`config.mk`:
```
export PLATFORM = sky130hd
export DESIGN_NAME = str_lin_interp
export DESIGN_NICKNAME = d
export VERILOG_FILES = /design/src/rtl/str_lin_interp.sv
export SDC_FILE = /design/constraint.sdc
export NUM_CORES = 1
export LEC_CHECK = 0
export CORE_MARGIN = 4
export CORE_UTILIZATION = 40
export CTS_BUF_LIST = sky130_fd_sc_hd__clkbuf_2
export CTS_CLUSTER_DIAMETER = 30
export CTS_CLUSTER_SIZE = 28
export DETAILED_ROUTE_END_ITERATION = 6
export GPL_ROUTABILITY_DRIVEN = 0
export SLEW_MARGIN = 25
export SYNTH_ARGS = -nofsm -noshare
export SYNTH_HDL_FRONTEND = slang
export SYNTH_SLANG_ARGS = --single-unit
export TNS_END_PERCENT = 5
```
`constraint.sdc`:
```
create_clock -name clk -period 5.6 [get_ports clk]
set_clock_uncertainty 0.15 [all_clocks]
set_input_delay 1.68 -clock clk [delete_from_list [all_inputs] [get_ports clk]]
set_output_delay 1.68 -clock clk [all_outputs]
set_load 0.03 [all_outputs]
```
`src/rtl/str_lin_interp.sv`:
```
// AXI-stream linear interpolator: emits 2^LOG2R outputs per input, ramping from the previous sample to the current one.
// Define STR_LIN_INTERP_ZOH_EN to build a zero-order-hold variant (every output equals the previous sample).
module str_lin_interp #(
  parameter int DW    = 24,
  parameter int LOG2R = 2,
  parameter int LAST  = 16000
) (
  input  logic          clk,
  input  logic          rst,
  input  logic [DW-1:0] s_axis_tdata,
  input  logic          s_axis_tvalid,
  output logic          s_axis_tready,
  output logic [DW-1:0] m_axis_tdata,
  output logic          m_axis_tlast,
  output logic          m_axis_tvalid,
  input  logic          m_axis_tready
);

  localparam int PW = DW + 1 + LOG2R;
  localparam int CW = (LAST > 1) ? $clog2(LAST) : 1;
  localparam logic [CW-1:0]    CNT_MAX = CW'(LAST - 1);
  localparam logic [LOG2R-1:0] K_MAX   = '1;

  localparam logic [1:0] PRIME = 2'd0;
  localparam logic [1:0] WAIT  = 2'd1;
  localparam logic [1:0] GEN   = 2'd2;

  logic [1:0]     state;
  logic [DW-1:0]  x0;
  logic [DW-1:0]  x1;
  logic [LOG2R-1:0] k;
  logic [CW-1:0]  pkt_cnt;
  logic [CW-1:0]  cnt_next;
  logic           slot_free;
  logic           out_hs;
  logic           gen_load;
  logic [DW-1:0]  y;

  assign slot_free = !m_axis_tvalid || m_axis_tready;
  assign out_hs    = m_axis_tvalid && m_axis_tready;
  assign gen_load  = (state == GEN) && slot_free;

  // Beat index of whatever gets loaded now: advances if the current beat is leaving this cycle.
  assign cnt_next = out_hs ? ((pkt_cnt == CNT_MAX) ? '0 : pkt_cnt + 1'b1) : pkt_cnt;

  assign s_axis_tready = !rst && ((state == PRIME) || (state == WAIT) ||
                                  ((state == GEN) && (k == K_MAX) && slot_free));

`ifdef STR_LIN_INTERP_ZOH_EN
  assign y = x0;
`else
  logic signed [DW:0]   d;
  logic signed [PW-1:0] p;

  assign d = {x1[DW-1], x1} - {x0[DW-1], x0};
  assign p = $signed({{LOG2R{d[DW]}}, d}) * $signed({{(DW+1){1'b0}}, k});
  // Arithmetic shift floors toward -inf; the sum never leaves [x0, x1] so truncation is exact.
  assign y = DW'($signed(x0) + (p >>> LOG2R));
`endif

  always_ff @(posedge clk) begin
    if (rst) begin
      state         <= PRIME;
      x0            <= '0;
      x1            <= '0;
      k             <= '0;
      pkt_cnt       <= '0;
      m_axis_tvalid <= 1'b0;
      m_axis_tdata  <= '0;
      m_axis_tlast  <= 1'b0;
    end else begin
      if (out_hs) begin
        pkt_cnt <= cnt_next;
      end
      if (out_hs && !gen_load) begin
        m_axis_tvalid <= 1'b0;
      end
      case (state)
        PRIME: begin
          if (s_axis_tvalid) begin
            x0    <= s_axis_tdata;
            state <= WAIT;
          end
        end
        WAIT: begin
          if (s_axis_tvalid) begin
            x1    <= s_axis_tdata;
            k     <= '0;
            state <= GEN;
          end
        end
        GEN: begin
          if (slot_free) begin
            m_axis_tvalid <= 1'b1;
            m_axis_tdata  <= y;
            m_axis_tlast  <= (cnt_next == CNT_MAX);
            k             <= k + 1'b1;
            if (k == K_MAX) begin
              x0 <= x1;
              if (s_axis_tvalid) begin
                x1 <= s_axis_tdata;
              end else begin
                state <= WAIT;
              end
            end
          end
        end
        default: state <= PRIME;
      endcase
    end
  end

endmodule

```
**Word-level counts from Yosys, hierarchy flattened**

Cells that the tools add are included.

- Eq/ne operators: 10
- Reduce and logical (&&, ||, !) cells: 20
- Muxes and demuxes: 22
- Multiply operators: 1
- Add/sub/neg operators: 4

Operators by type and width:

| cell | number |
|---|---|
| two-way mux 24 bit | 6 |
| one-hot mux 24 bit (2 select lines) | 2 |
| equality test 14 bit (second input constant) | 2 |
| two-way mux 14 bit | 2 |
| multiplier 25 x 3 -> 26 bit | 1 |
| subtractor 24 x 24 -> 25 bit | 1 |
| adder 24 bit | 1 |
| adder 14 x 1 -> 14 bit (second input constant) | 1 |
| two-way mux 2 bit | 7 |
| != test 2 bit (second input constant) | 4 |
| logical AND 1 bit | 6 |
| one-hot mux 2 bit (3 select lines) | 1 |
| AND reduction 3 bit | 2 |
| AND reduction 5 bit | 1 |
| equality test 2 bit (second input constant) | 2 |
| one-hot mux 2 bit (2 select lines) | 1 |
| AND reduction 4 bit | 1 |
| nonzero test 2 bit | 2 |
| zero test 1 bit | 3 |
| logical OR 1 bit | 3 |
| two-way mux 1 bit | 3 |
| adder 2 x 1 -> 2 bit (second input constant) | 1 |
| equality test 2 x 1 -> 1 bit (second input constant) | 1 |
| zero test 2 bit | 1 |
| other kinds (2) | 2 |

- Bits in registers: 92
- Word-level logic and storage cells: 65
- Output and inout bits: 27
- Input bits: 28

**Logic depth before layout (Yosys ltp)**

- Word-level depth: 8
- Gate-level depth with buffers: 30
- Mapped depth without buffers: 30

**Least setup slack after synthesis**

Ideal clock, no wire load.

- Kind: flip-flop to flip-flop
- Start point: register x0[1]
- End point: register m_axis_tdata[22]
- Data required time: 5.336 ns
- Buffers on the path: 0
- Period minus slack after synthesis: 5.883 ns
- Slack: -0.283 ns
- Data arrival time: 5.619 ns
- Stages on the path, launching flop included: 30
- Cell sequence: dfxtp_1 -> inv_1 -> ha_1 -> nor2b_1 -> o21ai_0 -> a21boi_0 -> o21ai_0 -> o21ai_0 -> a21oi_1 -> xnor2_1 -> and2_1 -> ha_1 -> ha_1 -> a21oi_1 -> nand2_1 -> o31ai_1 -> o21ai_0 -> a21o_1 -> a21oi_1 -> xnor2_1 -> ha_1 -> nand2_1 -> o21ai_1 -> or3_1 -> a211oi_2 -> nor3_1 -> a2111oi_4 -> a21oi_2 -> xor2_1 -> a21o_1

- Word-level cells in the longest chain between the ends: 3

Ends and longest elaborated chain:

| item | line | text |
|---|---|---|
| start: declaration | 29 | `logic [DW-1:0] x0;` |
| start signal: assignment | 81 | `x0 <= s_axis_tdata;` |
| subtractor 24 x 24 -> 25 bit | 55 | `assign d = {x1[DW-1], x1} - {x0[DW-1], x0};` |
| multiplier 25 x 3 -> 26 bit | 56 | `assign p = $signed({{LOG2R{d[DW]}}, d}) * $signed({{(DW+1){1'b0}}, k});` |
| adder 24 bit * | 58 | `assign y = DW'($signed(x0) + (p >>> LOG2R));` |
| end signal: assignment | 95 | `m_axis_tdata <= y;` |
| end: declaration | 13 | `output logic [DW-1:0] m_axis_tdata,` |

Every way passes the cells marked *; elsewhere a longest branch is shown, timed or not.
A chain may end at the register's enable or synchronous reset.

**Worst setup path after layout**

- Start point: register x1[0]
- End point: register m_axis_tdata[23]

- Word-level cells in the longest chain between the ends: 3

Ends and longest elaborated chain:

| item | line | text |
|---|---|---|
| start: declaration | 30 | `logic [DW-1:0] x1;` |
| start signal: assignment | 87 | `x1 <= s_axis_tdata;` |
| start signal: assignment | 101 | `x1 <= s_axis_tdata;` |
| subtractor 24 x 24 -> 25 bit | 55 |  |
| multiplier 25 x 3 -> 26 bit | 56 |  |
| adder 24 bit | 58 |  |

No other way between the ends.

==> impl_metrics.tcl <==
set metrics [dict create \
    leakage_nw 4.57 \
    dr.pass1.iters 6 \
    p_int_mw 1.22 \
    status "finished with violations" \
    power_frac_seq_pct 37.6 \
    drcViolationCount 0 \
    violations "negative setup slack" \
    r2r_cells 28 \
    path_clk_slew_ns 0.27 \
    grt_max_degree 88 \
    yosysSeqAreaShare_pct 24.1 \
    vias 7124 \
    whs_ns 0.316 \
    combPwrFrac_pct 41.2 \
    grt_pass1_vias 6728 \
    syn_area_sq_mm 0.00764 \
    dp_hpwl_um 14400 \
    routed.top_layer "met4" \
    die_area_sq_mm 0.0214 \
    cts_sinks 92 \
    cts_made_buffers 9 \
    io_pins 55 \
    via_per_inst 5.14 \
    period_minus_slack_ns 5.63 \
    max_stage_delay_ns 0.40 \
    drive_gt1_share_pct 24.0 \
    drt-initial-drc-count 347 \
    ys_types 65 \
    grt.overflow.total 0 \
    placed_cells 1352 \
    r2r_slack_ns -0.03 \
    ys_ff_latch 92 \
    max_clock_freq_mhz 178 \
    synth_area_per_cell_sq_um 7.77 \
    core_area_sq_mm 0.0188 \
    async_reset_ff_share_pct 0 \
    endpoint "m_axis_tdata[23]" \
    area_growth_pct 33.0 \
    die_h_um 146 \
    finalSetupViolCount 2 \
    power.density_mw_per_mm2 188 \
    worst-path-max-fanout 4 \
    min_period_over_period_pct 100 \
    slew_violations 0 \
    syn_nets 1111 \
    fp.dieW_um 146 \
    hold_buffers 0 \
    yosysTopAreaCell "dfxtp_1" \
    track_usage_pct 18.0 \
    htreeDepth 3 \
    synth.most_common_cell "nand2_1" \
    grt_pass1_wl_um 32300 \
    switchingPower_uw 683 \
    wl_met3_um 652 \
    place.port_buffers 54 \
    cpMaxStageDelayCell "dfxtp_2" \
    clockPowerShare_pct 21.2 \
    ys.flop_type "dfxtp_1" \
    r2r-end "m_axis_tdata[23]" \
    rsz0062_at_grt "yes" \
    cp.arrival_ns 6.07 \
    diodes 0 \
    wire_per_inst_um 14.0 \
    insertion_delay_ns 0.63 \
    synth_top_cell_area_share_pct 24.1 \
    antenna_found_initial 0 \
    wl_met2_um 8220 \
    start_util_pct 40.7 \
    nets 1275 \
    stdcell_area_sq_mm 0.0102 \
    vdd_drop_max_v 0.000111 \
    wl_um 19400 \
    yosys_warnings 0 \
    worstPathRequired_ns 6.04 \
    synth_edf_count 0 \
    synthTopCellsByCount "nand2_1, a21oi_1, ha_1" \
    worstSetupEndpointType "flop" \
    wirelength_met1_um 10200 \
    hp-class "reg2reg" \
    synth_area_leaders "dfxtp_1, ha_1, a21oi_1, nand2_1, xnor2_1" \
    max_slew.worst_pin.slew_ns 0.961 \
    cts.path.max_buffers 2 \
    cts_tree "yes" \
    path_class "reg2reg" \
    ant_nets 0 \
    cap_violations 0 \
    pre_cts_ws_ns -0.272 \
    fin_tns_setup_ns -0.0273 \
    place_area_sq_mm 0.00924 \
    setup_slack_ns -0.0254 \
    clock_tree.root_cell "clkbuf_2" \
    swShare_pct 35.8 \
    postSynthCellCount 983 \
    num_rows 50 \
    max_slew_margin_pct 36.0 \
    startpoint "x1[0]" \
    fin_cells 1385 \
    r2r-start "x1[0]" \
    cp-start-kind "flop" \
    cp_common_cell "a21oi_2" \
    hold_viol_final 0 \
]
-- registers in the layout (all words and copies together) (netlist names) --
signal and cells:
k 2, x1 24, pkt_cnt 14, m_axis_tdata 24, state 2, x0 24
m_axis_tlast 1, m_axis_tvalid 1
-- cells in the final DEF, fill, tap and decap left out, drive strengths merged, types with 3 or more instances in the layout --
cell,instances
o21ai,32
o211ai,4
clkdlybuf4s50,52
a21boi,4
nand3b,5
nand3,22
a31o,3
a21o,32
inv,51
nor4,4
or3,5
a211oi,32
nand2,129
o21bai,6
ha,97
buf,138
mux2i,23
and3,6
a211o,3
a31oi,5
clkbuf,9
dfxtp,92
o31ai,4
fa,3
a21oi,110
nand4,7
a41oi,3
nand2b,4
a2111oi,4
nor3,20
o2111ai,3
xnor2,49
nor2b,4
nor2,89
xor2,21
o21a,9
and2,44
-- cells by family (layout without fill, tap and decap cells) --
group / count (synthesis) / after routing / share of synthesized area [%]
and+or+nand+nor: 349 / 349 / 21.2
AOI/OAI and AO/OA: 262 / 262 / 22.4
adders and majority gates: 100 / 100 / 16.7
DFF: 92 / 92 / 24.1
buffers and inverters: 86 / 254 / 4.49
xor gates and xnor gates: 70 / 70 / 8.03
muxes: 24 / 24 / 3.16
-- routing by layer --
metal	global-route usage [%]	up-vias
li1	-	3787
met1	26.0	3207
met2	27.9	110
met3	2.58	20
met4	5.41	0
met5	0	-
-- critical path: cells and delay by family (launching register included) --
family | cells | cell delay (ns)
AO/OA/AOI/OAI | 11 | 1.80
XOR/XNOR | 2 | 0.21
adder cells (fa/ha/maj) | 6 | 1.72
buffers and inverters | 4 | 0.41
flip-flops | 1 | 0.40
AND/OR/NAND/NOR | 5 | 0.90
-- final cells by class --
class	count	area, sq um
Clock buffer	9	45.0
Inverter	49	184
Timing Repair Buffer	190	1570
Multi-Input combinational cell	805	6120
Sequential cell	92	1850
Clock inverter	6	96.3
Fill cell	1804	8610
Tap cell	234	293
-- power by group through the flow --
stage / Clock, mW / Sequential [mW] / Combinational [mW]
floorplan: 0 / 0.733 / 0.441
global placement: 0 / 0.727 / 0.677
detailed placement: 0 / 0.728 / 0.679
CTS: 0.418 / 0.717 / 0.749
global route: 0.439 / 0.722 / 0.873
finish: 0.404 / 0.717 / 0.785
-- worst min-delay path by stage --
| stage | cells past startpoint | from | to | slack (ns) |
|---|---|---|---|---|
| floorplan | 2 | x1[0] | x1[0] | 0.29 |
| CTS | 2 | m_axis_tdata[19] | m_axis_tdata[19] | 0.32 |
| detailed placement | 2 | m_axis_tdata[19] | m_axis_tdata[19] | 0.29 |
| global route | 2 | m_axis_tlast | m_axis_tlast | 0.33 |
| finish | 2 | m_axis_tdata[19] | m_axis_tdata[19] | 0.32 |
| global placement | 2 | m_axis_tlast | m_axis_tlast | 0.29 |
-- through the flow --
step / utilization, % / total power, mW
floorplan: - / 1.17
global placement: 49.2 / 1.40
detailed placement: 49.2 / 1.41
CTS: 52.9 / 1.88
global route: 54.1 / 2.03
finish: 54.1 / 1.91
-- timing repair --
action                                 in CTS  in global routing
pin swaps                                  59                 40
gates resized for setup                    82                 48
endpoints found under the hold margin       0                  0
setup buffers                              14                  5
setup endpoints to repair                  10                 13
gates cloned                                0                  0
No activity file was read; power rests on OpenSTA's default activity.
